File: config.mk
export PLATFORM = sky130hd
export DESIGN_NAME = qpu_exu_lsu_pipe
export DESIGN_NICKNAME = d
export VERILOG_FILES = /design/src/rtl/qpu_exu_lsu_pipe_pkg.sv /design/src/rtl/qpu_gnrl_fifo.sv /design/src/rtl/qpu_exu_lsu_pipe.sv
export SDC_FILE = /design/constraint.sdc
export NUM_CORES = 1
export LEC_CHECK = 0
export ABC_AREA = 1
export BUFFER_PORTS_ARGS = -buffer_cell sky130_fd_sc_hd__buf_2
export CAP_MARGIN = 10
export CORE_AREA = 2 2 114 116
export DETAILED_ROUTE_END_ITERATION = 16
export DIE_AREA = 0 0 116 118
export MAX_ROUTING_LAYER = met4
export PLACE_DENSITY = 0.74
export SETUP_SLACK_MARGIN = 0.3
export SLEW_MARGIN = 20
export SYNTH_ARGS = -nofsm -noshare
export SYNTH_HDL_FRONTEND = slang
export SYNTH_SLANG_ARGS = --single-unit
File: constraint.sdc
create_clock -name clk -period 2.6 [get_ports clk]
set_input_delay 0.39 -clock clk [delete_from_list [all_inputs] [get_ports clk]]
set_output_delay 0.39 -clock clk [all_outputs]
set_load 0.05 [all_outputs]
File: src/rtl/qpu_exu_lsu_pipe_pkg.sv
// Shared definitions for the QPU execute-stage load/store unit.
//   - LSU decode-info field positions and total width
//   - access size encodings (byte / half / word)
//   - lsu_info_t: packed view of lsu_i_info (LOAD at bit 0)
package qpu_exu_lsu_pipe_pkg;

    localparam int QPU_DECINFO_LSU_LOAD  = 0;
    localparam int QPU_DECINFO_LSU_STORE = 1;
    localparam int QPU_DECINFO_LSU_SIZE  = 2;   // two bits: [3:2]
    localparam int QPU_DECINFO_LSU_USIGN = 4;
    localparam int QPU_DECINFO_LSU_WIDTH = 5;

    localparam logic [1:0] QPU_LSU_SIZE_B = 2'd0;
    localparam logic [1:0] QPU_LSU_SIZE_H = 2'd1;
    localparam logic [1:0] QPU_LSU_SIZE_W = 2'd2;

    // Field order matches the bit positions above (MSB first).
    typedef struct packed {
        logic       usign;
        logic [1:0] size;
        logic       store;
        logic       load;
    } lsu_info_t;

endpackage

File: src/rtl/qpu_gnrl_fifo.sv
// Parameterised synchronous FIFO holding the outstanding-load entries.
//   clk, rst_n        : clock, async active-low reset (clears pointers/count)
//   push_i, wdat_i    : write request and data; ignored while full
//   pop_i, rdat_o     : read request and head data; ignored while empty
//   full_o, empty_o   : status flags
//   cnt_o             : number of stored entries
module qpu_gnrl_fifo #(
    parameter int DP = 2,
    parameter int DW = 8
) (
    input  logic                     clk,
    input  logic                     rst_n,
    input  logic                     push_i,
    input  logic [DW-1:0]            wdat_i,
    input  logic                     pop_i,
    output logic [DW-1:0]            rdat_o,
    output logic                     full_o,
    output logic                     empty_o,
    output logic [$clog2(DP+1)-1:0]  cnt_o
);
    localparam int PTR_W = (DP > 1) ? $clog2(DP) : 1;
    localparam int CNT_W = $clog2(DP+1);

    logic [DW-1:0]    mem_q [DP];
    logic [PTR_W-1:0] wptr_q, wptr_d, rptr_q, rptr_d;
    logic [CNT_W-1:0] cnt_q, cnt_d;
    logic             do_push, do_pop;

    function automatic logic [PTR_W-1:0] ptr_inc(input logic [PTR_W-1:0] p);
        return (p == PTR_W'(DP-1)) ? '0 : p + PTR_W'(1);
    endfunction

    assign full_o  = (cnt_q == CNT_W'(DP));
    assign empty_o = (cnt_q == '0);
    assign cnt_o   = cnt_q;
    assign rdat_o  = mem_q[rptr_q];

    // Full is the pre-pop flag, so a pop never makes room for a same-cycle push.
    assign do_push = push_i & ~full_o;
    assign do_pop  = pop_i & ~empty_o;

    always_comb begin
        wptr_d = do_push ? ptr_inc(wptr_q) : wptr_q;
        rptr_d = do_pop  ? ptr_inc(rptr_q) : rptr_q;
        cnt_d  = cnt_q;
        if (do_push && !do_pop) cnt_d = cnt_q + CNT_W'(1);
        if (!do_push && do_pop) cnt_d = cnt_q - CNT_W'(1);
    end

    always_ff @(posedge clk or negedge rst_n) begin
        if (!rst_n) begin
            wptr_q <= '0;
            rptr_q <= '0;
            cnt_q  <= '0;
        end else begin
            wptr_q <= wptr_d;
            rptr_q <= rptr_d;
            cnt_q  <= cnt_d;
        end
    end

    // Storage needs no reset: entries are only read when counted valid.
    always_ff @(posedge clk) begin
        if (do_push) mem_q[wptr_q] <= wdat_i;
    end

endmodule

File: src/rtl/qpu_exu_lsu_pipe.sv
// QPU execute-stage load/store unit.
// Issues byte/half/word ICB commands from the ALU dispatch, flags misaligned
// accesses, tracks outstanding loads in order and returns extended load data
// to the register-file write-back port.
//   lsu_i_*        : issue handshake and operands (rs1 + imm = address)
//   lsu_o_*        : commit handshake with misaligned exception / bad address
//   lsu_icb_cmd_*  : ICB command channel (addr, read, wdata, wmask)
//   lsu_icb_rsp_*  : ICB response channel (rdata, err)
//   lsu_wbck_*     : load write-back (rdidx, wdata, err)
//   lsu_outs_cnt   : outstanding loads; lsu_idle when zero
module qpu_exu_lsu_pipe
    import qpu_exu_lsu_pipe_pkg::*;
#(
    parameter int XLEN       = 32,
    parameter int ADDR_SIZE  = 32,
    parameter int OUTS_DEPTH = 2,
    parameter int RDIDX_W    = 5
) (
    input  logic                              clk,
    input  logic                              rst_n,
    input  logic                              lsu_i_valid,
    output logic                              lsu_i_ready,
    input  logic [XLEN-1:0]                   lsu_i_rs1,
    input  logic [XLEN-1:0]                   lsu_i_rs2,
    input  logic [XLEN-1:0]                   lsu_i_imm,
    input  logic [QPU_DECINFO_LSU_WIDTH-1:0]  lsu_i_info,
    input  logic [RDIDX_W-1:0]                lsu_i_rdidx,
    output logic                              lsu_o_valid,
    input  logic                              lsu_o_ready,
    output logic                              lsu_o_misalgn,
    output logic [ADDR_SIZE-1:0]              lsu_o_badaddr,
    output logic                              lsu_icb_cmd_valid,
    input  logic                              lsu_icb_cmd_ready,
    output logic [ADDR_SIZE-1:0]              lsu_icb_cmd_addr,
    output logic                              lsu_icb_cmd_read,
    output logic [XLEN-1:0]                   lsu_icb_cmd_wdata,
    output logic [XLEN/8-1:0]                 lsu_icb_cmd_wmask,
    input  logic                              lsu_icb_rsp_valid,
    output logic                              lsu_icb_rsp_ready,
    input  logic [XLEN-1:0]                   lsu_icb_rsp_rdata,
    input  logic                              lsu_icb_rsp_err,
    output logic                              lsu_wbck_valid,
    input  logic                              lsu_wbck_ready,
    output logic [RDIDX_W-1:0]                lsu_wbck_rdidx,
    output logic [XLEN-1:0]                   lsu_wbck_wdata,
    output logic                              lsu_wbck_err,
    output logic [$clog2(OUTS_DEPTH+1)-1:0]   lsu_outs_cnt,
    output logic                              lsu_idle
);
    localparam int MASK_W = XLEN/8;
    localparam int LANE_W = $clog2(MASK_W);
    localparam int CNT_W  = $clog2(OUTS_DEPTH+1);
    localparam int ENT_W  = RDIDX_W + 3 + LANE_W;

    lsu_info_t            info;
    logic [XLEN-1:0]      addr_full;
    logic [ADDR_SIZE-1:0] addr;
    logic [LANE_W-1:0]    lane;
    logic                 ldst, misalgn, aligned, room;
    logic                 fifo_full, fifo_empty, push, pop;
    logic [ENT_W-1:0]     ent_in, ent_hd;
    logic [RDIDX_W-1:0]   hd_rdidx;
    logic [1:0]           hd_size;
    logic                 hd_usign;
    logic [LANE_W-1:0]    hd_lane;
    logic [XLEN-1:0]      rsp_sh;
    logic [CNT_W-1:0]     cnt;

    assign info      = lsu_i_info;
    assign addr_full = lsu_i_rs1 + lsu_i_imm;
    assign addr      = addr_full[ADDR_SIZE-1:0];
    assign lane      = addr[LANE_W-1:0];

    assign ldst    = info.load | info.store;
    assign misalgn = ldst & (((info.size == QPU_LSU_SIZE_H) & addr[0]) |
                             ((info.size == QPU_LSU_SIZE_W) & (addr[1:0] != 2'b00)));
    assign aligned = ldst & ~misalgn;
    // Stores are not tracked, so only loads wait for a free FIFO slot.
    assign room    = info.store | ~fifo_full;

    // Misaligned and non-memory instructions bypass the bus and commit directly.
    always_comb begin
        lsu_icb_cmd_valid = 1'b0;
        lsu_o_valid       = lsu_i_valid;
        lsu_i_ready       = lsu_o_ready;
        if (aligned) begin
            lsu_icb_cmd_valid = lsu_i_valid & lsu_o_ready & room;
            lsu_o_valid       = lsu_i_valid & lsu_icb_cmd_ready & room;
            lsu_i_ready       = lsu_icb_cmd_ready & lsu_o_ready & room;
        end
    end

    assign lsu_o_misalgn    = misalgn;
    assign lsu_o_badaddr    = addr;
    assign lsu_icb_cmd_addr = addr;
    assign lsu_icb_cmd_read = info.load;

    always_comb begin
        case (info.size)
            QPU_LSU_SIZE_B: lsu_icb_cmd_wdata = {MASK_W{lsu_i_rs2[7:0]}};
            QPU_LSU_SIZE_H: lsu_icb_cmd_wdata = {(XLEN/16){lsu_i_rs2[15:0]}};
            default:        lsu_icb_cmd_wdata = lsu_i_rs2;
        endcase
    end

    // Word lanes are the 4-byte group addressed within XLEN (all lanes at XLEN=32).
    always_comb begin
        lsu_icb_cmd_wmask = '0;
        if (info.store && !info.load) begin
            case (info.size)
                QPU_LSU_SIZE_B: lsu_icb_cmd_wmask = MASK_W'(1) << lane;
                QPU_LSU_SIZE_H: lsu_icb_cmd_wmask = MASK_W'(3) << lane;
                default:        lsu_icb_cmd_wmask = MASK_W'(4'hF) << (lane & ~LANE_W'(3));
            endcase
        end
    end

    assign push   = lsu_icb_cmd_valid & lsu_icb_cmd_ready & info.load;
    assign ent_in = {lsu_i_rdidx, info.size, info.usign, lane};

    qpu_gnrl_fifo #(
        .DP (OUTS_DEPTH),
        .DW (ENT_W)
    ) u_outs_fifo (
        .clk     (clk),
        .rst_n   (rst_n),
        .push_i  (push),
        .wdat_i  (ent_in),
        .pop_i   (pop),
        .rdat_o  (ent_hd),
        .full_o  (fifo_full),
        .empty_o (fifo_empty),
        .cnt_o   (cnt)
    );

    assign {hd_rdidx, hd_size, hd_usign, hd_lane} = ent_hd;

    // A response with nothing outstanding is never acknowledged.
    assign lsu_icb_rsp_ready = ~fifo_empty & lsu_wbck_ready;
    assign lsu_wbck_valid    = lsu_icb_rsp_valid & ~fifo_empty;
    assign pop               = lsu_icb_rsp_valid & lsu_icb_rsp_ready;

    assign rsp_sh = lsu_icb_rsp_rdata >> {hd_lane, 3'b000};

    always_comb begin
        case (hd_size)
            QPU_LSU_SIZE_B: lsu_wbck_wdata = hd_usign ? XLEN'(rsp_sh[7:0])
                                                      : {{(XLEN-8){rsp_sh[7]}}, rsp_sh[7:0]};
            QPU_LSU_SIZE_H: lsu_wbck_wdata = hd_usign ? XLEN'(rsp_sh[15:0])
                                                      : {{(XLEN-16){rsp_sh[15]}}, rsp_sh[15:0]};
            default:        lsu_wbck_wdata = rsp_sh;
        endcase
    end

    assign lsu_wbck_rdidx = hd_rdidx;
    assign lsu_wbck_err   = lsu_icb_rsp_err;
    assign lsu_outs_cnt   = cnt;
    assign lsu_idle       = (cnt == '0);

endmodule

==> flow_metrics.env <==
export IMPL_cts_inserted_buffers=3
export IMPL_clock_sinks=24
export IMPL_drc=0
export IMPL_pin_count=294
export IMPL_ys_warn_count=0
export IMPL_synth_area_leaders="nand2_1, edfxtp_1, inv_1"
export IMPL_antenna_found_initial=0
export IMPL_min_from="lsu_i_info[4]"
export IMPL_place_congestion=0.8998
export IMPL_clock_root_buffer="clkbuf_16"
export IMPL_worst_r2r_path_depth=9
export IMPL_syn_avg_cell_area_um2=5.546
export IMPL_worstPathArrival_ps=2020
export IMPL_final_layout_size_suffix_gt1_share_pct=49.61
export IMPL_ff_latch_area_um2=701.9
export IMPL_synthCells=883
export IMPL_antennaDiodeCount=0
export IMPL_detail_route_iter0_violations=666
export IMPL_core_area_um2=12410
export IMPL_timing_rr_end="u_outs_fifo.cnt_o[1]"
export IMPL_routedWlPerCell_um=15.14
export IMPL_cp_slowest_stage_delay_ps=490
export IMPL_end_kind="output pin"
export IMPL_slew_headroom_pct=66.48
export IMPL_grt_pass1_vias=5922
export IMPL_synth_top_area_share_pct=27.82
export IMPL_final_util_pct=70.42
export IMPL_synth_distinct_cells=38
export IMPL_ir_drop_v=0.0003807
export IMPL_synth_area_leader_cell="nand2_1"
export IMPL_dp_hpwl_um=14280
export IMPL_hold_end="u_outs_fifo.mem_q[1][2]"
export IMPL_clkTransAtPathRegs_ps=60
export IMPL_grt_overflow=0
export IMPL_post_route_min_period_ps=2412
export IMPL_cp_start_kind="flop"
export IMPL_hold_class="primary input to flop"
export IMPL_seq_area_frac_synth_pct=14.31
export IMPL_die_h_um=118
export IMPL_die_w_um=116
export IMPL_cts_tree="yes"
export IMPL_fin_nets=1345
export IMPL_drtAntennaViolNets=0
export IMPL_cp_max_fo=22
export IMPL_worstSetupPathType="flop to output pin"
export IMPL_p_leak_nw=4.815
export IMPL_hold_viol_final=0
export IMPL_vias=6666
export IMPL_r2r_start="u_outs_fifo.cnt_o[0]"
export IMPL_powerDensity_nw_per_um2=818.4
export IMPL_firstDrtPassIters=6
export IMPL_via_per_inst=4.986
export IMPL_post_route_period_util_pct=92.78
export IMPL_wirelength_um=20240
export IMPL_io_buffers=291
export IMPL_rows=41
export IMPL_grt_max_degree=27
export IMPL_grt_pass1_wl_um=27810
export IMPL_power_w=0.007155
export IMPL_clock_latency_ps=260
export IMPL_syn_num_nets=1062
export IMPL_yosys_register_bits=24
export IMPL_initial_core_util_pct=39.45
export IMPL_syn2layout_area_growth_pct=78.51
export IMPL_clock_path_buffers=2
export IMPL_max_freq_mhz=414.6
export IMPL_grt_use_total_pct=25.33
export IMPL_die_area_um2=13690
export IMPL_critical_path_buf_inv_count=3
export IMPL_status="completed"
export IMPL_final_setup_viol_count=0
export IMPL_slowest_stage="dfrtp_2"
export IMPL_h_tree_depth=1
export IMPL_multi_input_area_um2=4552
export IMPL_critPathRequiredTime_ps=2210
export IMPL_crit_chain="inv_4 > nand2_4 > nand2_2 > buf_6 > nand2_1 > o21ai_1 > nand2_1 > o21ai_1 > buf_6"
export IMPL_final_cell_mix="nand2_1, buf_2, inv_1"
export IMPL_fin_skew_ps=7.964
export IMPL_slew_viol_final=0
export IMPL_synth_area_um2=4897
export IMPL_fillers=969
export IMPL_crit_family="buffers and inverters"
export IMPL_worst_slew_pin_slew_ps=499.5
export IMPL_mostFrequentLayoutCell="nand2_1"
export IMPL_hold_depth=1
export IMPL_rsz0062_at_grt="yes"
export IMPL_maxCapViolations=0
export IMPL_holdWs_ps=324.3
export IMPL_r2r_slack_ps=750
-- where the power goes --
part / internal [W] / leakage (nW) / switching (W)
sequential: 0.000459 / 0.226 / 0.0000590
clock: 0.000306 / 0.0511 / 0.000120
combinational: 0.00215 / 4.54 / 0.00406
total: 0.00291 / 4.82 / 0.00424
-- per-layer routing --
layer  track usage [%]  share of wire [%]  wire length, um  vias to the layer above
met5                 -                  0                0                        -
met4             5.060                3.3              660                        0
met3             3.193                8.3             1683                       65
met2             44.26                 50            10190                      351
met1             31.17                 38             7705                     2994
li1                  -                  -                -                     3256
-- synthesized netlist by cell type --
| library cell | instances |
|---|---|
| a21o_1 | 1 |
| a21oi_1 | 31 |
| a22oi_1 | 1 |
| and2b_1 | 1 |
| buf_1 | 1 |
| buf_2 | 7 |
| buf_4 | 43 |
| buf_6 | 5 |
| clkbuf_1 | 5 |
| clkinv_1 | 1 |
| dfrtp_1 | 4 |
| edfxtp_1 | 20 |
| fa_1 | 1 |
| ha_1 | 32 |
| inv_1 | 142 |
| inv_2 | 3 |
| mux2i_1 | 1 |
| nand2_1 | 363 |
| nand2_2 | 3 |
| nand3_1 | 55 |
| nand3_2 | 10 |
| nand3_4 | 1 |
| nand4_1 | 4 |
| nand4_4 | 1 |
| nor2_1 | 62 |
| nor2_2 | 2 |
| nor3_1 | 3 |
| o211ai_1 | 3 |
| o211ai_2 | 2 |
| o21ai_0 | 42 |
| o21ai_1 | 2 |
| o21ai_2 | 5 |
| o21bai_1 | 3 |
| o22ai_1 | 1 |
| or2_1 | 2 |
| or2_2 | 2 |
| xnor2_1 | 4 |
| xor2_1 | 14 |
-- sequential cells by signal (all words and copies together) (netlist names) --
name / count
u_outs_fifo.cnt_o: 2
u_outs_fifo.mem_q: 20
u_outs_fifo.rptr_q: 1
u_outs_fifo.wptr_q: 1
-- logic make-up (layout without fill, tap and decap cells) --
logic type      count (synthesis)  in the layout  share of synthesized area [%]
fa+ha+maj                      33             33                          8.585
flops                          24             24                          14.31
xor+xnor                       18             18                          3.219
compound gates                 91             91                          10.42
mux                             1              1                         0.2044
simple gates                  509            510                          43.15
buf+inv                       207            488                          20.11
-- worst max-delay path by stage --
stage,cells after the start,endpoint,start
2_1_floorplan,12,u_outs_fifo.cnt_o[1],lsu_i_rs1[0]
3_3_place_gp,13,u_outs_fifo.cnt_o[1],lsu_i_rs1[0]
3_5_place_dp,13,u_outs_fifo.cnt_o[1],lsu_i_rs1[0]
4_1_cts,10,lsu_o_valid,lsu_i_imm[0]
5_1_grt,7,lsu_wbck_wdata[3],u_outs_fifo.rptr_q
6_report,9,lsu_wbck_wdata[1],u_outs_fifo.rptr_q
-- stage by stage --
step                      cells  cell area (um^2)  TNS, ps  worst slack, ps
final                      1337              8742        0            187.8
after global routing       1337              8742        0            133.9
after CTS                  1321              7823        0            228.8
after detailed placement   1306              6960        0            1.934
after global placement     1306              6960        0            36.25
after floorplan             883              5627   -18.68           -18.68
-- what timing repair did --
item,CTS,global route
hold buffers,1,0
setup endpoints to repair,85,98
buffers inserted,7,14
resized for setup,188,200
gates cloned,3,2
hold endpoints to repair,4,0
pin swaps,19,45
-- area by class of cell --
type,count,share of cell area [%]
multi-input cells,653,52.07
well taps,172,2.462
clock inverters,1,0.3435
inverters,146,6.355
repair buffers,338,29.88
clock buffers,3,0.8587
flip-flops and latches,24,8.029
Note: power is estimated with default switching activity, not from simulation.
